--- config.mk ---
export PLATFORM = sky130hd
export DESIGN_NAME = level_tracker
export DESIGN_NICKNAME = d
export VERILOG_FILES = /design/src/rtl/polytris_pkg.sv /design/src/rtl/bcd_digit_inc.sv /design/src/rtl/level_tracker.sv
export SDC_FILE = /design/constraint.sdc
export NUM_CORES = 1
export LEC_CHECK = 0
export ABC_AREA = 1
export BUFFER_PORTS_ARGS = -buffer_cell sky130_fd_sc_hd__buf_2
export CORE_MARGIN = 2
export CORE_UTILIZATION = 56
export CTS_CLUSTER_SIZE = 8
export DETAILED_ROUTE_END_ITERATION = 7
export HOLD_SLACK_MARGIN = 0.02
export PLACE_DENSITY = 0.89
export SLEW_MARGIN = 20
export SYNTH_ARGS = -nofsm -noshare
export SYNTH_HDL_FRONTEND = slang
export SYNTH_SLANG_ARGS = --single-unit
--- constraint.sdc ---
create_clock -name Clk -period 3.8 [get_ports Clk]
set_input_delay 0.95 -clock Clk [delete_from_list [all_inputs] [get_ports Clk]]
set_output_delay 0.95 -clock Clk [all_outputs]
set_load 0.01 [all_outputs]
--- src/rtl/polytris_pkg.sv ---
// -----------------------------------------------------------------------------
// polytris_pkg
// Types and constants shared by the level tracker and its BCD digit
// incrementer.
//   level_t         : 3-bit level. It selects the block-colour palette.
//   bcd_digit_t     : one packed BCD digit.
//   BCD_MAX         : saturation value of the 3-digit line total.
//   tracker_state_t : IDLE (ready for an event) / ADD (consuming lines).
// -----------------------------------------------------------------------------
package polytris_pkg;

   typedef logic [2:0] level_t;
   typedef logic [3:0] bcd_digit_t;

   localparam logic [11:0] BCD_MAX = 12'h999;

   typedef enum logic {
      IDLE = 1'b0,
      ADD  = 1'b1
   } tracker_state_t;

endpackage

--- src/rtl/bcd_digit_inc.sv ---
// -----------------------------------------------------------------------------
// bcd_digit_inc
// Combinational increment of one BCD digit. Chain the instances through
// cin_i/cout_o to build a multi-digit counter.
// Ports:
//   digit_i : input BCD digit (0..9)
//   cin_i   : increment request / carry in from the lower digit
//   digit_o : resulting digit
//   cout_o  : carry out (digit rolled over from 9 to 0)
// -----------------------------------------------------------------------------
module bcd_digit_inc
   import polytris_pkg::*;
(
   input  bcd_digit_t digit_i,
   input  logic       cin_i,
   output bcd_digit_t digit_o,
   output logic       cout_o
);

   always_comb begin
      cout_o  = cin_i && (digit_i == 4'd9);
      digit_o = digit_i;
      if (cin_i) begin
         digit_o = (digit_i == 4'd9) ? 4'd0 : digit_i + 4'd1;
      end
   end

endmodule

--- src/rtl/level_tracker.sv ---
// -----------------------------------------------------------------------------
// level_tracker
// Counts cleared lines and produces the 3-bit level that selects the
// block-colour palette. It accepts line-clear events of 1..MAX_CLEAR lines.
// The lines are added one per cycle to a 3-digit BCD total that the HUD shows.
// A level_up pulse tells the renderer to latch the new palette.
//
// Optional feature macro: LEVEL_WRAP_EN
//   defined   : level 7 advances to 0, and level_up still pulses.
//   undefined : level saturates at 7, and level_up stays low once there.
//               The per-level line counter still wraps.
//
// Ports:
//   Clk          : system clock
//   Reset        : synchronous, active-high reset
//   game_start   : 1-cycle pulse. Loads start_level and clears all counts.
//                  It has priority over everything else.
//   start_level  : level loaded on game_start
//   clear_valid  : line-clear event valid
//   clear_count  : lines in the event. Values above MAX_CLEAR are clamped.
//   clear_ready  : high while an event can be accepted (state IDLE)
//   level        : current level (registered)
//   lines_bcd    : total lines as {hundreds, tens, ones} BCD (registered)
//   level_up     : 1-cycle pulse on the edge where the line count changes
//                  the level (registered)
// -----------------------------------------------------------------------------
module level_tracker
   import polytris_pkg::*;
#(
   parameter int unsigned LINES_PER_LEVEL = 10,
   parameter int unsigned MAX_CLEAR       = 4
)
(
   input  logic        Clk,
   input  logic        Reset,
   input  logic        game_start,
   input  logic [2:0]  start_level,
   input  logic        clear_valid,
   input  logic [2:0]  clear_count,
   output logic        clear_ready,
   output logic [2:0]  level,
   output logic [11:0] lines_bcd,
   output logic        level_up
);

   localparam logic [2:0] MAX_CLEAR_W = 3'(MAX_CLEAR);
   localparam logic [3:0] LVL_LAST    = 4'(LINES_PER_LEVEL - 1);

   tracker_state_t state_q, state_d;
   logic [2:0]     rem_q, rem_d;
   level_t         level_q, level_d;
   logic [11:0]    lines_q, lines_d;
   logic [3:0]     lvl_cnt_q, lvl_cnt_d;
   logic           level_up_q, level_up_d;

   logic [2:0]     clamped_count;
   logic [11:0]    lines_inc;
   logic [3:0]     carry;

   assign clamped_count = (clear_count > MAX_CLEAR_W) ? MAX_CLEAR_W : clear_count;

   // Ripple the +1 through the ones, tens and hundreds digits.
   // The result is only used below BCD_MAX, so the top carry-out is ignored.
   assign carry[0] = 1'b1;

   genvar gi;
   generate
      for (gi = 0; gi < 3; gi++) begin : g_digit
         bcd_digit_inc u_digit (
            .digit_i (lines_q[gi*4 +: 4]),
            .cin_i   (carry[gi]),
            .digit_o (lines_inc[gi*4 +: 4]),
            .cout_o  (carry[gi+1])
         );
      end
   endgenerate

   always_comb begin
      state_d    = state_q;
      rem_d      = rem_q;
      level_d    = level_q;
      lines_d    = lines_q;
      lvl_cnt_d  = lvl_cnt_q;
      level_up_d = 1'b0;

      if (game_start) begin
         // Drops any event in progress or presented this cycle.
         state_d   = IDLE;
         rem_d     = 3'd0;
         level_d   = start_level;
         lines_d   = 12'h000;
         lvl_cnt_d = 4'd0;
      end else begin
         case (state_q)
            IDLE: begin
               if (clear_valid && (clamped_count != 3'd0)) begin
                  rem_d   = clamped_count;
                  state_d = ADD;
               end
            end
            ADD: begin
               rem_d = rem_q - 3'd1;
               if (rem_q == 3'd1) begin
                  state_d = IDLE;
               end
               // At saturation the line is still consumed, but nothing counts.
               if (lines_q != BCD_MAX) begin
                  lines_d = lines_inc;
                  if (lvl_cnt_q == LVL_LAST) begin
                     lvl_cnt_d = 4'd0;
`ifdef LEVEL_WRAP_EN
                     level_d    = level_q + 3'd1;
                     level_up_d = 1'b1;
`else
                     if (level_q != 3'd7) begin
                        level_d    = level_q + 3'd1;
                        level_up_d = 1'b1;
                     end
`endif
                  end else begin
                     lvl_cnt_d = lvl_cnt_q + 4'd1;
                  end
               end
            end
            default: state_d = IDLE;
         endcase
      end
   end

   always_ff @(posedge Clk) begin
      if (Reset) begin
         state_q    <= IDLE;
         rem_q      <= 3'd0;
         level_q    <= 3'd0;
         lines_q    <= 12'h000;
         lvl_cnt_q  <= 4'd0;
         level_up_q <= 1'b0;
      end else begin
         state_q    <= state_d;
         rem_q      <= rem_d;
         level_q    <= level_d;
         lines_q    <= lines_d;
         lvl_cnt_q  <= lvl_cnt_d;
         level_up_q <= level_up_d;
      end
   end

   assign clear_ready = (state_q == IDLE);
   assign level       = level_q;
   assign lines_bcd   = lines_q;
   assign level_up    = level_up_q;

endmodule

==> reports/results.md, run 1 <==
| Step | Metric | Value |
| --- | --- | --- |
| synth | Seq cells post-synth | 24 |
| synth | Warnings from Yosys | 0 |
| sta | Fin. Hold Viols | 0 |
| layout | Final Non-Filler Cells | 265 |
| layout | Proportion of layout cells with a drive suffix above 1 | 16.9% |
| synth | Post-synthesis instance area | 1380 µm² |
| pwr | Design internal power | 312 µW |
| grt | Number of antenna violations at the first check in global routing | 0 |
| worst setup path | Crit path launch type | register |
| worst setup path | Worst path required time | 2.85 ns |
| worst setup path | Type of destination of the critical path | output port |
| grt | Maximum number of pins on one net before global-route repair | 14 |
| detailed routing | Antenna-violating nets left | 0 |
| sta | Final critical delay including setup and external delays | 2.56 ns |
| grt | Total overflow reported by the global router | 0 |
| synth | Proportion of synthesized chip area in sequential cells | 34.8% |
| layout | Fill cell count | 203 |
| layout | Footprint of the flip-flops and latches | 480 µm² |
| placement | Number of cells in the design after placement | 262 |
| cts | CTS tree | yes |
| placement | Total cell area at the placement stage | 1530 µm² |
| floorplanning | Overall die height | 53.6 µm |
| run status | Run status | completed |
| synth | Asr flop ratio synth | 0% |
| cts | CTS resizes | 0 |
| floorplanning | Die Area | 2880 µm² |
| detailed routing | Average vias per placed instance | 5.00 |
| floorplanning | Core Rows | 17 |
| sta | Worst Clk Skew | 0.00543 ns |
| detailed routing | Wire length on met2 | 1310 µm |
| synth | Distinct cells, synth | 25 |
| cts | Clock latency on the worst-skew pair | 0.32 ns |
| layout | Area added between synthesis and finish | 12.5% |
| pwr | Worst voltage drop across the vdd grid | 288 µV |
| floorplanning | Starting density of the core | 60.6% |
| detailed routing | DR WL met3 | 138 µm |
| pwr | Share of total power in combinational logic | 10.7% |
| sta | Normalized max-slew margin | 61.1% |
| sta | Setup repair after global routing missed its margin | no |
| sta | Period Utilization, post-route | 67.3% |
| floorplanning | Floorplan die width | 53.6 µm |
| synth | Number of enable flip-flop cells after synthesis | 0 |
| layout | Combined area of the multi-input logic cells | 759 µm² |
| synth | Average cell area after synthesis | 6.57 µm² |
| synth | Number of nets produced by synthesis | 224 |
| detailed routing | Number of remaining DRC errors | 0 |
| placement | Routability Congestion | 0.831 |
| detailed routing | Highest metal layer with signal wires | met4 |
| sta | Fmax | 391 MHz |
| detailed routing | Via count | 1325 |
| placement | Detailed-placement wirelength estimate | 1980 µm |
| cts | Root Driver | clkbuf_4 |
| cts | Total CTS buffers | 3 |
| grt | Vias in the first global route | 1185 |
| detailed routing | Initial DRC count | 44 |
| detailed routing | TritonRoute pass-1 iters | 4 |
| cts | Number of setup buffers added after CTS | 0 |
| min path | Path category of the worst min-delay check | register to register |
| sta | Final setup violation count | 0 |
| pwr | Total leakage power | 0.000723 µW |
| pwr | Power spent charging and discharging nets | 111 µW |
| synth | Predominant post-synthesis flop cell | dfxtp_1 |
| pwr | Register share of total power | 62.2% |
| run | Maxcap violations | 0 |
| cts | Clock transition at the register clock pins on the worst setup and hold paths after CTS | 0.13 ns |
| pwr | Clk network pwr share | 27.1% |
| grt | Global-route wire length before repair | 4770 µm |
| sta | Measured slew at the worst slew-check pin | 0.583 ns |
| detailed routing | Routed Wire Length | 2750 µm |
| cts | Level count of the clock H-tree | 1 |
| pwr | Fraction of power spent switching nets | 26.2% |
| cts | Maximum clock path buffer count | 2 |
| worst setup path | Data arrival at the endpoint of the critical path | 1.61 ns |
| detailed routing | Routed length on met1 | 1270 µm |
| synth | Instance count of the mapped netlist | 210 |
| pwr | Pwr/cell area | 272 nW/µm² |
| worst setup path | Largest driver fanout on the critical path | 11 |
| sta | Final hold slack | 0.496 ns |
| worst setup path | Type of the worst setup path | register to output port |
| pwr | Post-layout power | 423 µW |
| cts | Count of clock tree sinks | 24 |
| floorplanning | Area inside the core boundary | 2280 µm² |
| sta | Max Slew Vio Count | 0 |
| layout | Finished layout cell area | 1550 µm² |
| cts | # hold bufs at CTS | 0 |
| floorplanning | Number of placed I/O pins | 27 |
| layout | Final nets | 253 |
| grt | Tot GR Track Use | 22.3% |
| layout | Antenna Diode Count | 0 |
| sta | Setup tns final | 0 ns |
| placement | Count of input and output buffers | 26 |
| detailed routing | WL per Instance | 10.4 µm |
sequential cells by signal (all words and copies together), names as in the netlist:
register and count:
level 3, level_up 1, lines_bcd 12, lvl_cnt_q 4, rem_q 3, state_q 1
worst paths after layout:
check,start,endpoint,slack (ns),depth (start not counted)
worst max-delay path,state_q$_SDFF_PP0_,clear_ready,1.24,2
worst max register to register,state_q$_SDFF_PP0_,rem_q[2]$_SDFFE_PP0P_,2.15,6
worst min register to register,rem_q[1]$_SDFFE_PP0P_,rem_q[1]$_SDFFE_PP0P_,0.50,2
worst min-delay path,rem_q[1]$_SDFFE_PP0P_,rem_q[1]$_SDFFE_PP0P_,0.50,2
cell families (layout without fill, tap and decap cells):
logic type	after synthesis	in the layout	synth area share [%]
simple gates	121	121	40.0
buf+inv	33	60	10.2
compound gates	25	25	9.52
flops	24	24	34.8
fa+ha+maj	4	4	3.63
xor+xnor	3	3	1.90
metrics by stage:
step	utilization, %	setup WS (ns)
finish	68.2	1.24
CTS	68.2	1.26
global route	68.2	1.14
floorplan	-	2.17
detailed placement	67.2	1.66
global placement	67.2	1.69
layout make-up:
class | instances | share of cell area, %
repair buffers | 27 | 8.86
multi-input cells | 153 | 48.9
flip-flops and latches | 24 | 30.9
clock buffers | 3 | 1.45
well taps | 28 | 2.26
inverters | 30 | 7.57
placed cells by master (no fill, tap or decap), types with 2 or more instances in the layout:
cell / n
dfxtp_1: 24
nor2_2: 3
clkbuf_4: 3
nand3_2: 2
a21oi_1: 11
nand3_1: 15
buf_2: 26
o21ai_0: 11
nand2_1: 56
xor2_1: 3
inv_1: 28
nand4_1: 6
ha_1: 4
nor2_1: 34
cell usage after synthesis (2+ instances only):
cell | count | area share [%]
o21ai_0 | 11 | 4.0
a21oi_1 | 11 | 4.0
nand4_1 | 6 | 2.7
ha_1 | 4 | 3.6
nor2_2 | 3 | 1.4
inv_1 | 28 | 7.6
nand2_1 | 56 | 15
nand3_2 | 2 | 1.5
dfxtp_1 | 24 | 35
nor2_1 | 34 | 9.2
xor2_1 | 3 | 1.9
nand3_1 | 15 | 5.4
critical path, cell delays in order (launching register included):
cell      delay, ns
dfxtp_1        0.72
clkinv_1       0.34
buf_2          0.23
power by group through the flow:
stage	clock [µW]	combinational (µW)	sequential, µW
floorplan	0	31.7	267
global placement	0	44.2	268
detailed placement	0	45.3	268
CTS	118	45.6	263
global route	128	53.5	264
finish	114	45.4	263
per-layer routing:
layer  up-vias  global-route usage [%]
met5         -                       0
met4         0                    5.56
met3         2                    6.94
met2        30                    37.9
met1       577                    27.4
li1        716                       -
Power figures use the tool's default switching activity.
==> run 2, diff against run 1 <==
ABC_AREA = 0   (was 1)
CORE_UTILIZATION = 53   (was 56)
PLACE_DENSITY = 0.85   (was 0.89)
clock period = 2.5 ns   (was 3.8 ns; I/O delays follow)
==> run 2 against run 1 <==
Effect of this change:
- sequential cell count unchanged
- die area grew 1.7%
- non-clock buffer count fell by 1
- utilization fell by 5.5 points
- clock-buffer cell count up 1
- critical endpoint unchanged
- global-route usage is 0.26 points higher
- synthesized cell count down 27%
- design area is 1.7% lower
- clock skew up 0.0033 ns
==> reports/results.md, run 2 <==
| Step | Metric | Value |
| --- | --- | --- |
| detailed routing | Via count | 1303 |
| detailed routing | WL per Instance | 14.3 µm |
| synth | Number of enable flip-flop cells after synthesis | 0 |
| detailed routing | Routed length on met1 | 1280 µm |
| layout | Area added between synthesis and finish | 14.8% |
| layout | Antenna Diode Count | 0 |
| floorplanning | Die Area | 2930 µm² |
| detailed routing | Average vias per placed instance | 6.15 |
| pwr | Fraction of power spent switching nets | 24.3% |
| synth | Distinct cells, synth | 44 |
| cts | # hold bufs at CTS | 0 |
| sta | Final critical delay including setup and external delays | 1.96 ns |
| layout | Final standard cell utilization of the core | 62.8% |
| pwr | Pwr/cell area | 435 nW/µm² |
| cts | Count of clock tree sinks | 24 |
| synth | Seq cells post-synth | 24 |
| synth | Yosys top cell area share | 36.1% |
| worst setup path | Crit path launch type | register |
| placement | Count of input and output buffers | 26 |
| floorplanning | Floorplan die width | 54.1 µm |
| run | Maxcap violations | 0 |
| worst setup path | Data arrival at the endpoint of the critical path | 1.34 ns |
| sta | Max Slew Vio Count | 0 |
| detailed routing | TritonRoute pass-1 iters | 4 |
| pwr | Worst voltage drop across the vdd grid | 437 µV |
| detailed routing | Routed Wire Length | 3040 µm |
| run status | Run status | completed |
| sta | Setup repair after global routing missed its margin | no |
| synth | Post-synthesis instance area | 1330 µm² |
| synth | Library cell occupying the most area in the post-synthesis netlist | dfxtp_1 |
| pwr | Design internal power | 502 µW |
| sta | Worst Clk Skew | 0.00875 ns |
| synth | Proportion of synthesized chip area in sequential cells | 36.1% |
| synth | Top post-synthesis cells by count | 24 x dfxtp_1, 19 x nor2_1, 15 x a21oi_1 |
| floorplanning | Starting density of the core | 54.7% |
| pwr | Share of total power in combinational logic | 8.7% |
| cts | Maximum clock path buffer count | 2 |
| detailed routing | Initial DRC count | 50 |
| cts | Level count of the clock H-tree | 1 |
| synth | Asr flop ratio synth | 0% |
| layout | Commonest non-fill, non-tap cell in the layout | buf_2 |
| cts | CTS tree | yes |
| cts | Root Driver | clkbuf_4 |
| sta | Fin. Hold Viols | 0 |
| grt | Total overflow reported by the global router | 0 |
| synth | Synth top area cells | dfxtp_1 36%, a21oi_1 5.6%, nor2_1 5.4% |
| synth | Number of nets produced by synthesis | 168 |
| grt | Number of antenna violations at the first check in global routing | 0 |
| sta | Final setup violation count | 0 |
| grt | Tot GR Track Use | 22.6% |
| grt | Maximum number of pins on one net before global-route repair | 22 |
| detailed routing | DR WL met3 | 188 µm |
| layout | Proportion of layout cells with a drive suffix above 1 | 22.0% |
| sta | Measured slew at the worst slew-check pin | 0.569 ns |
| sta | Setup tns final | 0 ns |
| synth | Instance count of the mapped netlist | 154 |
| worst setup path | Type of destination of the critical path | output port |
| grt | Global-route wire length before repair | 4820 µm |
| cts | Total CTS buffers | 3 |
| layout | Max FFs per register | 12 |
| placement | Detailed-placement wirelength estimate | 2240 µm |
| worst setup path | Largest driver fanout on the critical path | 7 |
| floorplanning | Overall die height | 54.1 µm |
| floorplanning | Area inside the core boundary | 2430 µm² |
| floorplanning | Number of placed I/O pins | 27 |
| pwr | Total leakage power | 0.000571 µW |
| layout | Most used cells in the layout excluding fill and tap cells | 26 x buf_2, 24 x dfxtp_1, 19 x nor2_1, 15 x a21oi_1, 11 x nand2_1 |
| layout | Final nets | 197 |
| worst setup path | Worst path required time | 1.88 ns |
| grt | Vias in the first global route | 1142 |
| placement | Routability Congestion | 0.964 |
| pwr | Clk network pwr share | 31.4% |
| floorplanning | Core Rows | 18 |
| synth | Average cell area after synthesis | 8.64 µm² |
| synth | Predominant post-synthesis flop cell | dfxtp_1 |
| cts | Clock latency on the worst-skew pair | 0.33 ns |
| min path | Path category of the worst min-delay check | register to register |
| detailed routing | Highest metal layer with signal wires | met4 |
| pwr | Register share of total power | 59.8% |
| pwr | Power spent charging and discharging nets | 161 µW |
| sta | Normalized max-slew margin | 61.1% |
| detailed routing | Wire length on met2 | 1510 µm |
| cts | Clock transition at the register clock pins on the worst setup and hold paths after CTS | 0.12 ns |
| detailed routing | Number of remaining DRC errors | 0 |
| sta | Fmax | 509 MHz |
| worst setup path | Type of the worst setup path | register to output port |
| cts | CTS resizes | 0 |
| layout | Fill cell count | 216 |
| sta | Period Utilization, post-route | 78.6% |
| detailed routing | Antenna-violating nets left | 0 |
| synth | Warnings from Yosys | 0 |
| cts | Number of setup buffers added after CTS | 0 |
| synth | Library cell with the highest instance count after synthesis | dfxtp_1 |
[run 2: cell count changes after synthesis, sizes merged, moves of 3 or more]
cell / before / now
nand3: 18 / 6
nor2b: 0 / 5
inv: 29 / 9
o31ai: 0 / 3
a21oi: 11 / 15
nand2: 58 / 11
a311oi: 0 / 3
nor3: 0 / 3
nand4: 6 / 3
nor2: 38 / 19
[run 2: power by group through the flow]
stage	Clock, µW	Sequential [µW]	Combinational [µW]
CTS	213	397	57.1
global placement	0	405	54.1
floorplan	0	406	33.2
detailed placement	0	405	56.9
finish	209	397	57.9
global route	227	398	64.6
[run 2: path summary, 6_finish.rpt]
| kind | start | slack, ns | endpoint | cells past startpoint |
|---|---|---|---|---|
| setup reg to reg | lines_bcd[3]$_SDFFE_PP0N_ | 0.58 | level[1]$_SDFFE_PP0P_ | 4 |
| hold / removal | rem_q[1]$_SDFFE_PP0P_ | 0.46 | rem_q[1]$_SDFFE_PP0P_ | 2 |
| setup / recovery | state_q$_SDFF_PP0_ | 0.54 | clear_ready | 2 |
| hold reg to reg | rem_q[1]$_SDFFE_PP0P_ | 0.46 | rem_q[1]$_SDFFE_PP0P_ | 2 |
[run 2: cells by family (layout without fill, tap and decap cells)]
family          count (synthesis)  in the layout  synth area share (%)
compound gates                 45             45                  24.9
xor+xnor                        3              3                  1.98
simple gates                   66             66                  29.8
buf+inv                        12             40                  3.39
fa+ha+maj                       4              4                  3.76
flops                          24             24                  36.1
[run 2: critical path, cell delays in order, from the launching register on]
cell	delay, ns
dfxtp_1	0.51
clkinv_1	0.29
buf_2	0.22
[run 2: layout make-up]
| type | instances | area [µm²] | share of cell area, % |
|---|---|---|---|
| inverter | 10 | 37.5 | 2.46 |
| tap | 30 | 37.5 | 2.46 |
| sequential | 24 | 480 | 31.5 |
| timing repair buffer | 26 | 130 | 8.52 |
| clock buffer | 4 | 36.3 | 2.38 |
| multi-input combinational | 118 | 805 | 52.7 |
[run 2: metal layers]
layer,vias to the layer above,GRT usage (%)
met2,55,37.6
li1,630,-
met1,608,26.2
met5,-,0
met3,10,6.94
met4,0,10.8
[run 2: stage by stage]
stage               hold slack, ns  total power, µW  instance area (µm²)  instances  worst slack (ns)
global placement             0.441              459                 1490        208             0.719
CTS                          0.461              667                 1530        212             0.517
global route                 0.489              689                 1530        212             0.422
floorplan                    0.432              439                 1330        154             0.806
finish                       0.460              663                 1530        212             0.535
detailed placement           0.444              462                 1490        208             0.607
==> run 3, diff against run 2 <==
CORE_UTILIZATION = 48   (was 53)
PLACE_DENSITY = 0.82   (was 0.85)
clock period = 1.8 ns   (was 2.5 ns; I/O delays follow)
==> run 3 against run 2 <==
Effect of this change:
- register-to-register slack worse by 0.47 ns
- via count grew 1.9%
- sequential cell count stayed put
- clock skew shrank 0.0052 ns
- wire length increased by 3.0%
- combinational power is 45% higher
- first-iteration DRC count grew 32%
- highest routed layer unchanged
==> reports/results.md, run 3 (synthesis results as in run 2) <==
| Step | Metric | Value |
| --- | --- | --- |
| run status | Run status | completed |
| pwr | Pwr/cell area | 540 nW/µm² |
| sta | Worst Clk Skew | 0.00355 ns |
| grt | Total overflow reported by the global router | 0 |
| sta | Fin. Hold Viols | 0 |
| floorplanning | Number of placed I/O pins | 27 |
| sta | Setup repair after global routing missed its margin | yes |
| cts | Clock latency on the worst-skew pair | 0.31 ns |
| sta | Fmax | 591 MHz |
| placement | Routability Congestion | 0.848 |
| cts | CTS tree | yes |
| floorplanning | Overall die height | 56.6 µm |
| grt | Global-route wire length before repair | 5350 µm |
| detailed routing | Average vias per placed instance | 5.98 |
| cts | Maximum clock path buffer count | 2 |
| sta | Normalized max-slew margin | 72.8% |
| worst setup path | Type of the worst setup path | register to register |
| cts | Count of clock tree sinks | 24 |
| sta | Period Utilization, post-route | 94.1% |
| worst setup path | Number of buffers and inverters on the critical path | 1 |
| layout | Most used cells in the layout excluding fill and tap cells | 26 x buf_2, 19 x nor2_1, 18 x dfxtp_1, 15 x a21oi_1, 11 x nand2_1 |
| grt | Vias in the first global route | 1221 |
| worst setup path | Largest driver fanout on the critical path | 7 |
| layout | Final nets | 207 |
| cts | Total CTS buffers | 3 |
| cts | Level count of the clock H-tree | 1 |
| floorplanning | Area inside the core boundary | 2690 µm² |
| worst setup path | Crit path launch type | register |
| layout | Antenna Diode Count | 0 |
| cts | # hold bufs at CTS | 0 |
| layout | Area added between synthesis and finish | 20.6% |
| worst setup path | Stage delay of the slowest cell on the critical path | 0.45 ns |
| layout | Commonest non-fill, non-tap cell in the layout | buf_2 |
| grt | Tot GR Track Use | 20.7% |
| floorplanning | Floorplan die width | 56.6 µm |
| detailed routing | Routed Wire Length | 3130 µm |
| floorplanning | Starting density of the core | 49.5% |
| sta | Setup tns final | 0 ns |
| sta | Final critical delay including setup and external delays | 1.69 ns |
| detailed routing | Via count | 1328 |
| detailed routing | Antenna-violating nets left | 0 |
| sta | Max Slew Vio Count | 0 |
| detailed routing | Initial DRC count | 66 |
| placement | Detailed-placement wirelength estimate | 2290 µm |
| floorplanning | Die Area | 3210 µm² |
| pwr | Worst voltage drop across the vdd grid | 382 µV |
| cts | Root Driver | clkbuf_4 |
| layout | Proportion of layout cells with a drive suffix above 1 | 29.3% |
| worst setup path | Slowest cell on crit path | or4_1 |
| worst setup path | Data arrival at the endpoint of the critical path | 1.94 ns |
| grt | Maximum number of pins on one net before global-route repair | 22 |
| floorplanning | Core Rows | 19 |
| worst setup path | Family of cells with the greatest summed delay on the critical path | simple AND/OR/NAND/NOR gates |
| placement | Count of input and output buffers | 26 |
| run | Maxcap violations | 0 |
| sta | Final setup violation count | 0 |
| min path | Path category of the worst min-delay check | primary input to register |
| layout | Max FFs per register | 12 |
| detailed routing | Number of remaining DRC errors | 0 |
| detailed routing | TritonRoute pass-1 iters | 4 |
| worst setup path | Type of destination of the critical path | register |
| cts | Clock transition at the register clock pins on the worst setup and hold paths after CTS | 0.12 ns |
| pwr | Post-layout power | 865 µW |
| worst setup path | Worst path cell trace | nor3b_4, buf_4, o2111ai_1, or4_1, a21oi_1 |
| sta | Measured slew at the worst slew-check pin | 0.409 ns |
| pwr | Total leakage power | 0.000620 µW |
| grt | Number of antenna violations at the first check in global routing | 0 |
| worst setup path | Worst path required time | 2.05 ns |
| detailed routing | WL per Instance | 14.1 µm |
## run 3: report_power, final
part	total (µW)	leakage, µW	internal (µW)	switching [µW]
Clock	230	0.0000138	78.2	152
Sequential	552	0.000198	541	10.6
Combinational	83.8	0.000409	35.6	48.2
Total	865	0.000620	655	210
## run 3: stage by stage
step / std cells / hold slack (ns) / util, % / setup slack [ns] / area [µm²]
2_1_floorplan: 154 / 0.432 / - / 0.106 / 1330
3_3_place_gp: 218 / 0.441 / 58.0 / 0.0979 / 1560
3_5_place_dp: 218 / 0.450 / 58.0 / 0.0267 / 1560
4_1_cts: 221 / 0.338 / 58.9 / 0.0116 / 1580
5_1_grt: 222 / 0.338 / 59.7 / -0.00282 / 1600
6_report: 222 / 0.347 / 59.7 / 0.107 / 1600
## run 3: cell type report
class	instances	area [µm²]
Clock buffer	3	22.5
Fill cell	242	1080
Inverter	10	37.5
Multi-Input combinational cell	118	812
Sequential cell	24	488
Tap cell	31	38.8
Timing Repair Buffer	36	205
## run 3: worst reg2reg max path: stages (launching register included)
cell	delay [ns]
dfxtp_2	0.40
nor3b_4	0.31
buf_4	0.16
o2111ai_1	0.17
or4_1	0.45
a21oi_1	0.14
## run 3: final timing paths
kind | startpoint | end | slack (ns) | cells after the start
worst min-delay path | Reset | level[1]$_SDFFE_PP0P_ | 0.35 | 2
worst max register to register | lines_bcd[3]$_SDFFE_PP0N_ | lines_bcd[10]$_SDFFE_PP0P_ | 0.11 | 5
worst max-delay path | lines_bcd[3]$_SDFFE_PP0N_ | lines_bcd[10]$_SDFFE_PP0P_ | 0.11 | 5
worst min register to register | rem_q[1]$_SDFFE_PP0P_ | rem_q[1]$_SDFFE_PP0P_ | 0.47 | 2
## run 3: metal layers
layer	track usage, %	up-vias	share of wire (%)
li1	-	652	-
met1	25.7	622	44
met2	35.5	48	49
met3	2.76	6	5.2
met4	8.84	0	1.9
met5	0	-	0
## run 3: repair_timing
action	in CTS	in global routing
pin swaps	0	1
gates resized for setup	1	10
hold endpoints to repair	0	0
setup endpoints to repair	1	5
setup buffers	0	1
